### config.mk
export PLATFORM = sky130hd
export DESIGN_NAME = mux_arb2
export DESIGN_NICKNAME = d
export VERILOG_FILES = /design/src/rtl/mux_arb2_pkg.sv /design/src/rtl/rr_pick2.sv /design/src/rtl/mux_arb2.sv
export SDC_FILE = /design/constraint.sdc
export NUM_CORES = 1
export LEC_CHECK = 0
export CORE_UTILIZATION = 54
export CTS_CLUSTER_SIZE = 20
export DETAILED_ROUTE_END_ITERATION = 10
export PLACE_DENSITY = 0.93
export SYNTH_ARGS = -nofsm -noshare
export SYNTH_HDL_FRONTEND = slang
export SYNTH_HIERARCHICAL = 1
export SYNTH_SLANG_ARGS = --single-unit
### constraint.sdc
create_clock -name clk -period 5.55 [get_ports clk]
set_input_delay 1.11 -clock clk [delete_from_list [all_inputs] [get_ports clk]]
set_output_delay 1.11 -clock clk [all_outputs]
set_load 0.05 [all_outputs]
### src/rtl/mux_arb2_pkg.sv
// Shared types and constants for the mux_arb2 two-requester arbiter.
package mux_arb2_pkg;

   typedef enum logic [1:0] {
      IDLE = 2'b00,
      G0   = 2'b01,
      G1   = 2'b10
   } state_e;

   localparam int BEAT_CNT_W    = 8;
   localparam int STATS_W       = 16;
   localparam int MAX_BURST_DEF = 4;

   function automatic logic [1:0] idx2onehot(input logic idx);
      return idx ? 2'b10 : 2'b01;
   endfunction

endpackage

### src/rtl/rr_pick2.sv
// Combinational two-input round-robin picker: on a tie the requester that
// was not granted last wins.
module rr_pick2
   import mux_arb2_pkg::*;
(
   input  logic [1:0] req,
   input  logic       prio_last,
   output logic [1:0] pick,
   output logic       pick_idx
);

   always_comb begin
      pick     = 2'b00;
      pick_idx = 1'b0;
      case (req)
         2'b01: begin
            pick     = 2'b01;
            pick_idx = 1'b0;
         end
         2'b10: begin
            pick     = 2'b10;
            pick_idx = 1'b1;
         end
         2'b11: begin
            pick     = idx2onehot(~prio_last);
            pick_idx = ~prio_last;
         end
         default: begin
            pick     = 2'b00;
            pick_idx = 1'b0;
         end
      endcase
   end

endmodule

### src/rtl/mux_arb2.sv
// Round-robin 2:1 arbiter/sequencer with burst cap driving one valid/ready channel.
// Optional per-requester beat counters when MUX_ARB2_STATS_EN is defined.
module mux_arb2
   import mux_arb2_pkg::*;
#(
   parameter int DATA_W    = 1,
   parameter int MAX_BURST = MAX_BURST_DEF
) (
   input  logic              clk,
   input  logic              rst,
   input  logic [1:0]        req,
   input  logic [1:0]        last,
   input  logic [DATA_W-1:0] din0,
   input  logic [DATA_W-1:0] din1,
   input  logic              dout_ready,
   output logic [1:0]        gnt,
   output logic              sel,
   output logic              dout_valid,
   output logic [DATA_W-1:0] dout
`ifdef MUX_ARB2_STATS_EN
   ,
   output logic [STATS_W-1:0] beats0,
   output logic [STATS_W-1:0] beats1
`endif
);

   localparam logic [BEAT_CNT_W-1:0] MAX_BURST_C = BEAT_CNT_W'(MAX_BURST);

   state_e                  state_q, state_d;
   logic                    sel_q, sel_d;
   logic                    prio_last_q, prio_last_d;
   logic [BEAT_CNT_W-1:0]   beat_cnt_q, beat_cnt_d;

   logic                    granted;
   logic                    cur;
   logic                    beat;
   logic [BEAT_CNT_W-1:0]   cnt_inc;
   logic                    last_hit;
   logic                    drop_hit;
   logic                    cap_hit;
   logic                    rel;
   logic                    regrant_ok;
   logic [1:0]              pick_req;
   logic [1:0]              pick;
   logic                    pick_idx;

   // The state encoding is the one-hot grant itself, so gnt is a plain register.
   assign gnt        = state_q;
   assign sel        = sel_q;
   assign granted    = (state_q != IDLE);
   assign cur        = (state_q == G1);
   assign dout_valid = gnt[sel_q] & req[sel_q];
   assign beat       = dout_valid & dout_ready;

   genvar gi;
   generate
      for (gi = 0; gi < DATA_W; gi++) begin : g_sel
         assign dout[gi] = sel_q ? din1[gi] : din0[gi];
      end
   endgenerate

   assign cnt_inc    = beat_cnt_q + 1'b1;
   assign last_hit   = beat & last[cur];
   assign drop_hit   = ~req[cur];
   assign cap_hit    = beat & (cnt_inc == MAX_BURST_C);
   assign rel        = granted & (last_hit | drop_hit | cap_hit);
   assign regrant_ok = cap_hit & ~last_hit & req[cur];

   // While granted, the current owner only stays eligible for a cap-only re-grant.
   assign pick_req = granted ? (req & ~(regrant_ok ? 2'b00 : idx2onehot(cur))) : req;

   rr_pick2 u_pick (
      .req       (pick_req),
      .prio_last (prio_last_q),
      .pick      (pick),
      .pick_idx  (pick_idx)
   );

   always_comb begin
      state_d     = state_q;
      sel_d       = sel_q;
      prio_last_d = prio_last_q;
      beat_cnt_d  = beat_cnt_q;
      if (!granted || rel) begin
         if (pick != 2'b00) begin
            state_d     = pick_idx ? G1 : G0;
            sel_d       = pick_idx;
            prio_last_d = pick_idx;
            beat_cnt_d  = '0;
         end else begin
            state_d    = IDLE;
            beat_cnt_d = '0;
         end
      end else if (beat) begin
         beat_cnt_d = cnt_inc;
      end
   end

   always_ff @(posedge clk) begin
      if (rst) begin
         state_q     <= IDLE;
         sel_q       <= 1'b0;
         prio_last_q <= 1'b1;
         beat_cnt_q  <= '0;
      end else begin
         state_q     <= state_d;
         sel_q       <= sel_d;
         prio_last_q <= prio_last_d;
         beat_cnt_q  <= beat_cnt_d;
      end
   end

`ifdef MUX_ARB2_STATS_EN
   logic [STATS_W-1:0] beats0_q, beats1_q;

   always_ff @(posedge clk) begin
      if (rst) begin
         beats0_q <= '0;
         beats1_q <= '0;
      end else begin
         if (beat && !sel_q && (beats0_q != {STATS_W{1'b1}}))
            beats0_q <= beats0_q + 1'b1;
         if (beat && sel_q && (beats1_q != {STATS_W{1'b1}}))
            beats1_q <= beats1_q + 1'b1;
      end
   end

   assign beats0 = beats0_q;
   assign beats1 = beats1_q;
`endif

endmodule

# Word level (Yosys, flattened, before mapping)
# Index checks and enable logic that the tools add are counted.
# totals
reg_bits	12
wordCells	49
inputBits	9
output_inout_bits	5
# classes
n_eq_ne	5
addsub	1
bitwise	14
n_mux	17
n_reduce_logical	6
n_lt_le_gt_ge	2
# op_table
cell	count
2-to-1 mux 2 bit	6
2-to-1 mux 1 bit	9
adder 8 x 1 -> 8 bit (second input constant)	1
== test 8 x 3 -> 1 bit (second input constant)	1
AND 1 bit	7
== test 2 bit (second input constant)	3
case mux 2 bit (3 select lines)	1
less-than comparator 1 x 2 -> 1 bit (second input constant)	2
nonzero test 2 bit	2
NOT 1 bit	3
AND 2 bit	1
== test 2 x 1 -> 1 bit (second input constant)	1
NOT 2 bit	1
bitwise OR 1 bit	2
case mux 1 bit (2 select lines)	1
AND reduction 2 bit	1
OR reduction 2 bit	1
logical NOT 1 bit	1
logical OR 1 bit	1

# Depth between registers and ports, before layout
# Gate-level depths: netlist of run 1.
# depth
word_depth	16
depth_mapped	11
depth_no_buf	11

# Modules after synthesis
# The synthesis of run 1 kept the hierarchy.
# by_module_without_submodules
module	instances	area_per_inst_um2	cells_each
mux_arb2	1	750.7	85
rr_pick2	1	26.3	4

# Worst setup path after synthesis of run 1
# Ideal clock, no wire load.
# synth_timing
path_type	input to register
start	in req[1]
end	reg sel_q (netlist: sel)
t_arrival_ns	3.006
t_required_ns	5.478
path_slack_ns	2.473
cell_stages	10
path_buffers	0
cell_sequence	nand3_1 a21boi_2 nand4_2 o31ai_1 and2_1 a21boi_0 or2_2 o211ai_1 o31a_1 mux2i_1
# synth_via
elab_chain_len	16
elab_cells_between_ends	27
cone_classes	3 x eq/ne; 8 x mux; 13 x bitwise; 3 x reduce/logical
# synth_rtl
element	line	rtl
start: declaration	mux_arb2.sv:11	input logic [1:0] req,
2-to-1 mux 1 bit (not written as such) (2 in series)	mux_arb2.sv:52	assign dout_valid = gnt[sel_q] & req[sel_q];
AND 1 bit	mux_arb2.sv:52	
AND 1 bit	mux_arb2.sv:53	assign beat = dout_valid & dout_ready;
AND 1 bit	mux_arb2.sv:63	assign last_hit = beat & last[cur];
NOT 1 bit	mux_arb2.sv:67	assign regrant_ok = cap_hit & ~last_hit & req[cur];
AND 1 bit	mux_arb2.sv:67	
AND 1 bit *	mux_arb2.sv:67	
2-to-1 mux 2 bit *	mux_arb2.sv:70	assign pick_req = granted ? (req & ~(regrant_ok ? 2'b00 : idx2onehot(cur))) : req;
NOT 2 bit *	mux_arb2.sv:70	
AND 2 bit *	mux_arb2.sv:70	
2-to-1 mux 2 bit *	mux_arb2.sv:70	
net pick_req[0]	mux_arb2.sv:43	logic [1:0] pick_req;
== test 2 bit or == test 2 x 1 -> 1 bit (tied branches)	rr_pick2.sv:15	case (req)
case mux 2 bit (3 select lines) *	rr_pick2.sv:15	
net pick[1]	mux_arb2.sv:44	logic [1:0] pick;
nonzero test 2 bit *	mux_arb2.sv:85	if (pick != 2'b00) begin
AND reduction 2 bit (no source line) *	n/a	
end signal: assignment	mux_arb2.sv:107	sel_q <= sel_d;
end: declaration	mux_arb2.sv:30	logic sel_q, sel_d;
# Mark *: on every way through the listed nets, which the timed path passes. The rest lies on a longest branch. The select of a mux whose other input is x is not followed.
# A chain may end at the register's enable or synchronous reset.

# Worst setup path after layout of run 1
# layout_timing
start	in req[1]
end	out dout_valid
# layout_via
elab_chain_len	3
# layout_rtl
element	line	rtl
2-to-1 mux 1 bit (not written as such) (2 in series)	mux_arb2.sv:52	
AND 1 bit	mux_arb2.sv:52	
end: declaration	mux_arb2.sv:18	output logic dout_valid,
# Every way passes these cells. The select of a mux whose other input is x is not followed.

==> impl_metrics.toml, run 1 <==
[synthesis]
syn-instance-count = 89
seq_area_frac_synth_pct = 30.9
synth_cell_type_count = 36
postSynthAreaPerCell_um2 = 8.73
ys_seq_elements = 12
synth_area_um2 = 777
ys.flop_type = "dfxtp_1"
synth-warning-count = 6
synth_edf_count = 0
syn_nets = 100
async_flop_share_pct = 0

[clocking]
cts-root-buf = "clkbuf_4"
cts_tree = "yes"
cts_sinks = 12
numCtsBuffers = 3
hold_buffers = 0
post-cts-setup-buffers = 0
post_cts_resized = 0
cts_max_level = 1
cts.clk_slew.worst_paths_ps = 70
clk_latency_ps = 270
clockBufferDepth = 2

[drt]
drcViolationCount = 0
routed_wl_um = 1570
final_antenna_net_count = 0
dr.pass1.iters = 4
num_vias = 707
routedWlPerCell_um = 13.1
drt-initial-drc-count = 26
viasPerCell = 5.89

[worst_setup_path]
worstReg2RegStart = "beat_cnt_q[0]"
end_kind = "primary output"
crit_path_start_kind = "input pin"
criticalPathCategory = "input pin to primary output"
path_max_fanout = 4
r2r.worst_path.cells = 11
cp.arrival_ps = 2670
r2r_slack_ps = 2750
critPathRequiredTime_ps = 4440
startpoint = "req[1]"

[global_route]
antenna_found_initial = 0
grt-ovfl-total = 0
grt_pass1_vias = 567
grt_pass1_wl_um = 2390
grt_max_degree = 9
track_usage_pct = 22.8

[sta]
drv_slew = 0
min_period_ps = 3780
final_hold_viol_count = 0
worst_pin_slew_ps = 496
finClkSkew_ps = 5.90
tns_ps = 0
finalSetupViolCount = 0
rsz0062_at_grt = "false"
slew_headroom_pct = 66.9
min_period_over_period_pct = 68.1
fmax_mhz = 264

[power_and_ir_drop]
powerDensity_nw_per_um2 = 236
cellLeakagePower_nw = 0.350
ir_drop_v = 0.000218
power_uw = 225

[placement]
place_congestion = 0.813
dp_cells = 116
dp_hpwl_um = 1220
portBuffers = 13

[final_layout]
final_cells = 120
fillers = 104
area_growth_pct = 22.9
final_nets = 117
drive_gt1_share_pct = 13.3
n_antenna_cell = 0
final_core_util_pct = 72.5

[run_status]
status = "finished, final reports clean"

[floorplan]
io_pins = 14
die_y_um = 39.9
coreArea_um2 = 1320
start_util_pct = 59.0
num_rows = 13
die_area_um2 = 1590
die-width_um = 39.9

[run]
cap_violations = 0

[min_path]
hold_path_class = "flop to flop"
hold-path-cell-count = 2
hold_start = "beat_cnt_q[1]"
==> sequential cells by signal, indices dropped and copies added (netlist names) <==
signal and cells:
beat_cnt_q 8, prio_last_q 1, sel 1, gnt 2
==> per-stage QoR <==
stage / setup WS, ps / instance area [um^2] / hold slack [ps]
finish: 1770 / 955 / 516
global route: 1700 / 955 / 545
CTS: 1760 / 955 / 516
detailed placement: 1690 / 918 / 505
global placement: 1780 / 918 / 499
floorplan: 2470 / 777 / 477
==> cell type report <==
type	count	area (um^2)	area share, %
clock buffers	4	36.3	3.80
repair buffers	13	130	13.6
well taps	15	18.8	1.97
multi-input cells	73	518	54.3
flip-flops and latches	12	240	25.2
inverters	3	11.3	1.18
==> layout by cell type (no fill, tap or decap) <==
master,count
clkdlybuf4s50_1,13
dfxtp_1,12
nand2_1,11
nor2_1,10
xnor2_1,5
nand3_1,4
xor2_1,4
nor3_1,4
nand4_1,3
inv_1,3
clkbuf_4,3
o21ai_0,2
o31a_1,2
a21oi_1,2
mux2i_1,2
ha_1,2
a21boi_0,2
or3_1,1
nand3b_1,1
a21boi_2,1
nor4b_4,1
nand4_2,1
and3_2,1
a31oi_4,1
o31ai_1,1
and2_1,1
mux2_2,1
a21bo_2,1
nand4b_1,1
o211ai_2,1
or2_2,1
o211ai_1,1
o21ai_1,1
o32ai_2,1
and3_1,1
o32ai_1,1
clkbuf_8,1
a21boi_1,1
==> power breakdown <==
group | internal, mW | switching, mW | total [mW]
logic | 0.0260 | 0.0347 | 0.0607
registers | 0.0904 | 0.00582 | 0.0962
clock network | 0.0399 | 0.0284 | 0.0683
total | 0.156 | 0.0689 | 0.225
==> worst paths after layout <==
kind / to
setup / recovery: dout_valid
hold / removal: beat_cnt_q[1]
setup reg to reg: sel
hold reg to reg: beat_cnt_q[1]
==> cells by family (layout without fill, tap and decap cells) <==
logic type	count (synthesis)	in the layout	share of synthesized area [%]
buffers and inverters	4	20	2.42
AND/OR/NAND/NOR	41	41	28.7
flip-flops	12	12	30.9
adder cells (fa/ha/maj)	2	2	3.22
XOR/XNOR	9	9	10.1
multiplexers	3	3	4.03
AO/OA/AOI/OAI	18	18	20.6
==> critical path, cell delays in order <==
cell and delay [ps]:
clkdlybuf4s50_1 500, nand3_1 160, nand2_1 110, clkdlybuf4s50_1 790
==> per-layer routing <==
metal	track usage (%)	routed length, um	vias to the layer above
met1	28.5	724	319
met3	5.00	134	5
met5	0	0	-
li1	-	-	351
met2	37.1	679	32
met4	10.3	34	0
==> Yosys cell counts, types with 2 or more instances <==
library cell	n	share of area, %
ha_1	2	3.2
mux2i_1	2	2.6
nor3_1	4	2.6
o31a_1	2	2.3
nand4_1	3	2.4
nor2_1	10	4.8
nand3_1	4	2.6
nand2_1	11	5.3
a21oi_1	2	1.3
a21boi_0	2	1.9
o21ai_0	2	1.3
xor2_1	4	4.5
dfxtp_1	12	31
xnor2_1	5	5.6
inv_1	3	1.4
Power figures use the tool's default switching activity.
==> run 2, diff against run 1 <==
--- a/config.mk
+++ b/config.mk
@@ -5,10 +5,10 @@
 export SDC_FILE = /design/constraint.sdc
 export NUM_CORES = 1
 export LEC_CHECK = 0
-export CORE_UTILIZATION = 54
+export CORE_UTILIZATION = 50
 export CTS_CLUSTER_SIZE = 20
 export DETAILED_ROUTE_END_ITERATION = 10
-export PLACE_DENSITY = 0.93
+export PLACE_DENSITY = 0.88
 export SYNTH_ARGS = -nofsm -noshare
 export SYNTH_HDL_FRONTEND = slang
 export SYNTH_HIERARCHICAL = 1
==> constraint.sdc (replaced) <==
create_clock -name clk -period 3.84 [get_ports clk]
set_input_delay 0.768 -clock clk [delete_from_list [all_inputs] [get_ports clk]]
set_output_delay 0.768 -clock clk [all_outputs]
set_load 0.05 [all_outputs]
==> run 2 against run 1 <==
Effect of this change:
- core utilization is 2.0 points lower
- largest cell class unchanged
- design area is 0.79% higher
- critical path type unchanged
- wire length is 3.6% higher
- flip-flop and latch count stayed put
- clock skew is 1.6 ps lower
- global-route usage is 2.4 points lower
- first-iteration DRC count is 38% lower
==> impl_metrics.toml, run 2 (synthesized netlist as in run 1, its figures left out) <==
[worst_setup_path]
path_max_fanout = 4
critical_path.top_delay_family = "buffers and inverters"
end_kind = "primary output"
max_stage_delay_ps = 800
crit_top_cell = "clkdlybuf4s50_1"
criticalPathCategory = "input pin to primary output"
cp_slowest_cell = "clkdlybuf4s50_1"
cp.arrival_ps = 2350
cp_cell_sequence = "clkdlybuf4s50_1, nand3_1, nand2_1, clkdlybuf4s50_1"
cp_num_buf_inv = 2
crit_path_start_kind = "input pin"
critPathRequiredTime_ps = 3070

[power_and_ir_drop]
powerDensity_nw_per_um2 = 344
ir_drop_v = 0.000249
cellLeakagePower_nw = 0.356

[global_route]
grt_pass1_wl_um = 2790
grt_pass1_vias = 672
antenna_found_initial = 0
grt_max_degree = 9
grt-ovfl-total = 0
track_usage_pct = 20.4

[clocking]
cts_max_level = 1
clk_latency_ps = 280
numCtsBuffers = 3
hold_buffers = 0
post-cts-setup-buffers = 0
clockBufferDepth = 2
cts.clk_slew.worst_paths_ps = 80
cts_sinks = 12
cts-root-buf = "clkbuf_4"
cts_tree = "yes"
post_cts_resized = 0

[final_layout]
final_core_util_pct = 70.4
drive_gt1_share_pct = 14.2
top_register = "beat_cnt_q"
fillers = 109
seq_area_um2 = 240
layout_common_cells = "clkdlybuf4s50_1 (13), dfxtp_1 (12), nand2_1 (11)"
n_antenna_cell = 0
multiInputGateArea_um2 = 518
largest_reg_flops = 8
area_growth_pct = 23.8
final_common_cell = "clkdlybuf4s50_1"
final_nets = 118

[floorplan]
coreArea_um2 = 1370
io_pins = 14
start_util_pct = 56.9
die_area_um2 = 1720
die-width_um = 41.4
num_rows = 13
die_y_um = 41.4

[sta]
min_period_ps = 3120
slew_headroom_pct = 67.2
finClkSkew_ps = 4.28
final_hold_viol_count = 0
min_period_over_period_pct = 81.2
drv_slew = 0
fmax_mhz = 321
worst_pin_slew_ps = 491
setup_slack_ps = 720
rsz0062_at_grt = "false"
tns_ps = 0
finalSetupViolCount = 0

[drt]
final_antenna_net_count = 0
drcViolationCount = 0
drt-initial-drc-count = 16
num_vias = 721
dr.pass1.iters = 4
viasPerCell = 5.96
routed_wl_um = 1630
routedWlPerCell_um = 13.5

[min_path]
hold_path_class = "flop to flop"

[placement]
place_congestion = 0.817
pre_cts_slack_ps = 557
dp_hpwl_um = 1230
portBuffers = 13

[run]
cap_violations = 0

[run_status]
status = "finished, final reports clean"
## run 2: cell types whose count changed in the layout (fill, tap and decap cells not counted), sizes merged
cell and delta:
buf +1
## run 2: worst paths after layout
check	slack (ps)	end	cells after the start	startpoint
max	720	dout_valid	4	req[1]
min	540	beat_cnt_q[1]	2	beat_cnt_q[1]
max reg2reg	1120	sel	11	beat_cnt_q[0]
min reg2reg	540	beat_cnt_q[1]	2	beat_cnt_q[1]
## run 2: power by group
part,internal (mW),switching (mW),total (mW)
clock,0.0578,0.0464,0.104
sequential,0.131,0.00825,0.139
combinational,0.0383,0.0493,0.0876
total,0.227,0.104,0.331
## run 2: routing by layer
layer  GRT usage, %  routed length [um]  vias up
li1               -                   -      358
met1           25.8                 762      330
met2           31.9                 717       29
met3           6.09                 125        4
met4           9.03                  23        0
met5              0                   0        -
## run 2: cell type report
cell class / count / share of cell area [%]
Clock buffer: 4 / 3.77
Inverter: 3 / 1.17
Multi-Input combinational cell: 73 / 53.8
Sequential cell: 12 / 25.0
Tap cell: 15 / 1.95
Timing Repair Buffer: 14 / 14.3
## run 2: per-stage QoR
step | hold slack, ps | total power [mW] | cell area [um^2] | std cells
floorplan | 477 | 0.199 | 777 | 89
global placement | 495 | 0.227 | 926 | 117
detailed placement | 520 | 0.229 | 926 | 117
CTS | 531 | 0.330 | 962 | 121
global route | 569 | 0.345 | 962 | 121
finish | 536 | 0.331 | 962 | 121
## run 2: tightest hold or removal path, stage by stage (launching register included)
cell	delay (ps)
dfxtp_1	360
nand2_1	70
a21oi_1	60
==> run 3, diff against run 2 <==
--- a/config.mk
+++ b/config.mk
@@ -5,10 +5,10 @@
 export SDC_FILE = /design/constraint.sdc
 export NUM_CORES = 1
 export LEC_CHECK = 0
-export CORE_UTILIZATION = 50
+export CORE_UTILIZATION = 45
 export CTS_CLUSTER_SIZE = 20
 export DETAILED_ROUTE_END_ITERATION = 10
-export PLACE_DENSITY = 0.88
+export PLACE_DENSITY = 0.84
 export SYNTH_ARGS = -nofsm -noshare
 export SYNTH_HDL_FRONTEND = slang
 export SYNTH_HIERARCHICAL = 1
==> constraint.sdc (replaced) <==
create_clock -name clk -period 2.8 [get_ports clk]
set_input_delay 0.56 -clock clk [delete_from_list [all_inputs] [get_ports clk]]
set_output_delay 0.56 -clock clk [all_outputs]
set_load 0.05 [all_outputs]
==> run 3 against run 2 <==
Effect of this change:
- the run now ends with DRC left
- register-to-register slack worse by 960 ps
- flip-flop and latch count unchanged
- highest routed layer unchanged
- global-route usage up 1.3 points
- sequential share of layout area down 1.7 points
- critical path type is now input pin to flop
==> impl_metrics.toml, run 3 (synthesized netlist as in run 1, its figures left out) <==
[run_status]
status = "finished, violations left"
failed_checks = "DRC"

[run]
cap_violations = 0

[placement]
pre_cts_slack_ps = -183
dp_cells = 125
place_congestion = 0.799
portBuffers = 13
dp_hpwl_um = 1400

[floorplan]
coreArea_um2 = 1560
num_rows = 14
start_util_pct = 49.8
die_area_um2 = 1900
die_y_um = 43.6
die-width_um = 43.6
io_pins = 14

[final_layout]
seq_area_um2 = 243
fillers = 114
final_core_util_pct = 67.0
final_common_cell = "buf_4"
area_growth_pct = 34.5
n_antenna_cell = 0
largest_reg_flops = 8
drive_gt1_share_pct = 28.7
top_register = "beat_cnt_q"
final_cells = 131
multiInputGateArea_um2 = 541
final_nets = 128
layout_common_cells = "buf_4 (13), nand2_1 (11), clkdlybuf4s50_1 (11)"

[drt]
routedWlPerCell_um = 15.5
final_antenna_net_count = 0
drt-initial-drc-count = 44
drcViolationCount = 7
num_vias = 775
dr.pass1.iters = 7
viasPerCell = 5.92
routed_wl_um = 2030

[sta]
finClkSkew_ps = 2.96
setup_slack_ps = 2.02
drv_slew = 0
min_period_over_period_pct = 99.9
tns_ps = 0
finalSetupViolCount = 0
min_period_ps = 2800
worst_pin_slew_ps = 497
slew_headroom_pct = 66.7
fmax_mhz = 357
final_hold_viol_count = 0

[global_route]
grt_pass1_wl_um = 3030
grt_max_degree = 9
antenna_found_initial = 0
grt_pass1_vias = 728
grt-ovfl-total = 0
track_usage_pct = 21.7

[clocking]
cts-root-buf = "clkbuf_4"
cts_sinks = 12
cts.clk_slew.worst_paths_ps = 70
clk_latency_ps = 270
clockBufferDepth = 2
numCtsBuffers = 3
cts_tree = "yes"
hold_buffers = 0
cts_max_level = 1

[worst_setup_path]
critPathRequiredTime_ps = 2980
end_kind = "flop"
cp.arrival_ps = 2980
criticalPathCategory = "input pin to flop"
path_max_fanout = 4
crit_path_start_kind = "input pin"
r2r_slack_ps = 160

[power_and_ir_drop]
powerDensity_nw_per_um2 = 416
cellLeakagePower_nw = 0.371
ir_drop_v = 0.000237

[min_path]
hold_path_class = "flop to flop"
[run 3: cell count changes in the layout (fill, tap and decap cells not counted), sizes merged]
cell           previous run  this run
buf                       1        13
clkdlybuf4s50            13        11
clkbuf                    4         3
[run 3: layer usage]
metal | global-route usage (%) | routed length (um) | vias to the layer above
met1 | 25.9 | 905 | 364
met2 | 36.1 | 940 | 34
met3 | 6.67 | 152 | 4
met4 | 8.75 | 29 | 0
li1 | - | - | 373
met5 | 0 | 0 | -
[run 3: stage by stage]
stage	hold slack, ps	total power, mW	cell area (um^2)
finish	537	0.435	1040
global route	586	0.458	1040
CTS	551	0.424	997
detailed placement	538	0.320	975
global placement	496	0.315	975
floorplan	477	0.273	777
[run 3: what timing repair did]
item                                    in CTS  in global routing
resized for setup                            0                  9
buffers inserted                             0                  3
hold endpoints to repair                     0                  0
endpoints found under the setup margin       0                  4
[run 3: power breakdown]
group          internal [mW]  leakage, nW  total (mW)  switching [mW]
Sequential             0.179       0.0984       0.192          0.0129
Clock                 0.0499       0.0138       0.104          0.0542
Combinational         0.0630        0.259       0.139          0.0756
[run 3: area by class of cell]
class,instances,share of cell area (%)
multi-input combinational,73,51.7
sequential,12,23.2
timing repair buffer,24,19.9
clock buffer,3,2.16
tap,16,1.92
inverter,3,1.08
[run 3: path summary, 6_finish.rpt]
| path | cells past startpoint | start | to |
|---|---|---|---|
| hold reg to reg | 2 | beat_cnt_q[1] | beat_cnt_q[1] |
| hold / removal | 2 | beat_cnt_q[1] | beat_cnt_q[1] |
| setup reg to reg | 11 | beat_cnt_q[0] | gnt[0] |
| setup / recovery | 11 | req[0] | gnt[0] |
[run 3: worst max-delay path, cell delays in order]
cell             delay (ps)
clkdlybuf4s50_1         490
nand3b_1                150
a21boi_2                250
nand4_2                 170
o31ai_2                 270
and2_4                  180
a21boi_1                150
or2_4                   140
nand3_1                  70
o31a_1                  320
o32ai_2                 220
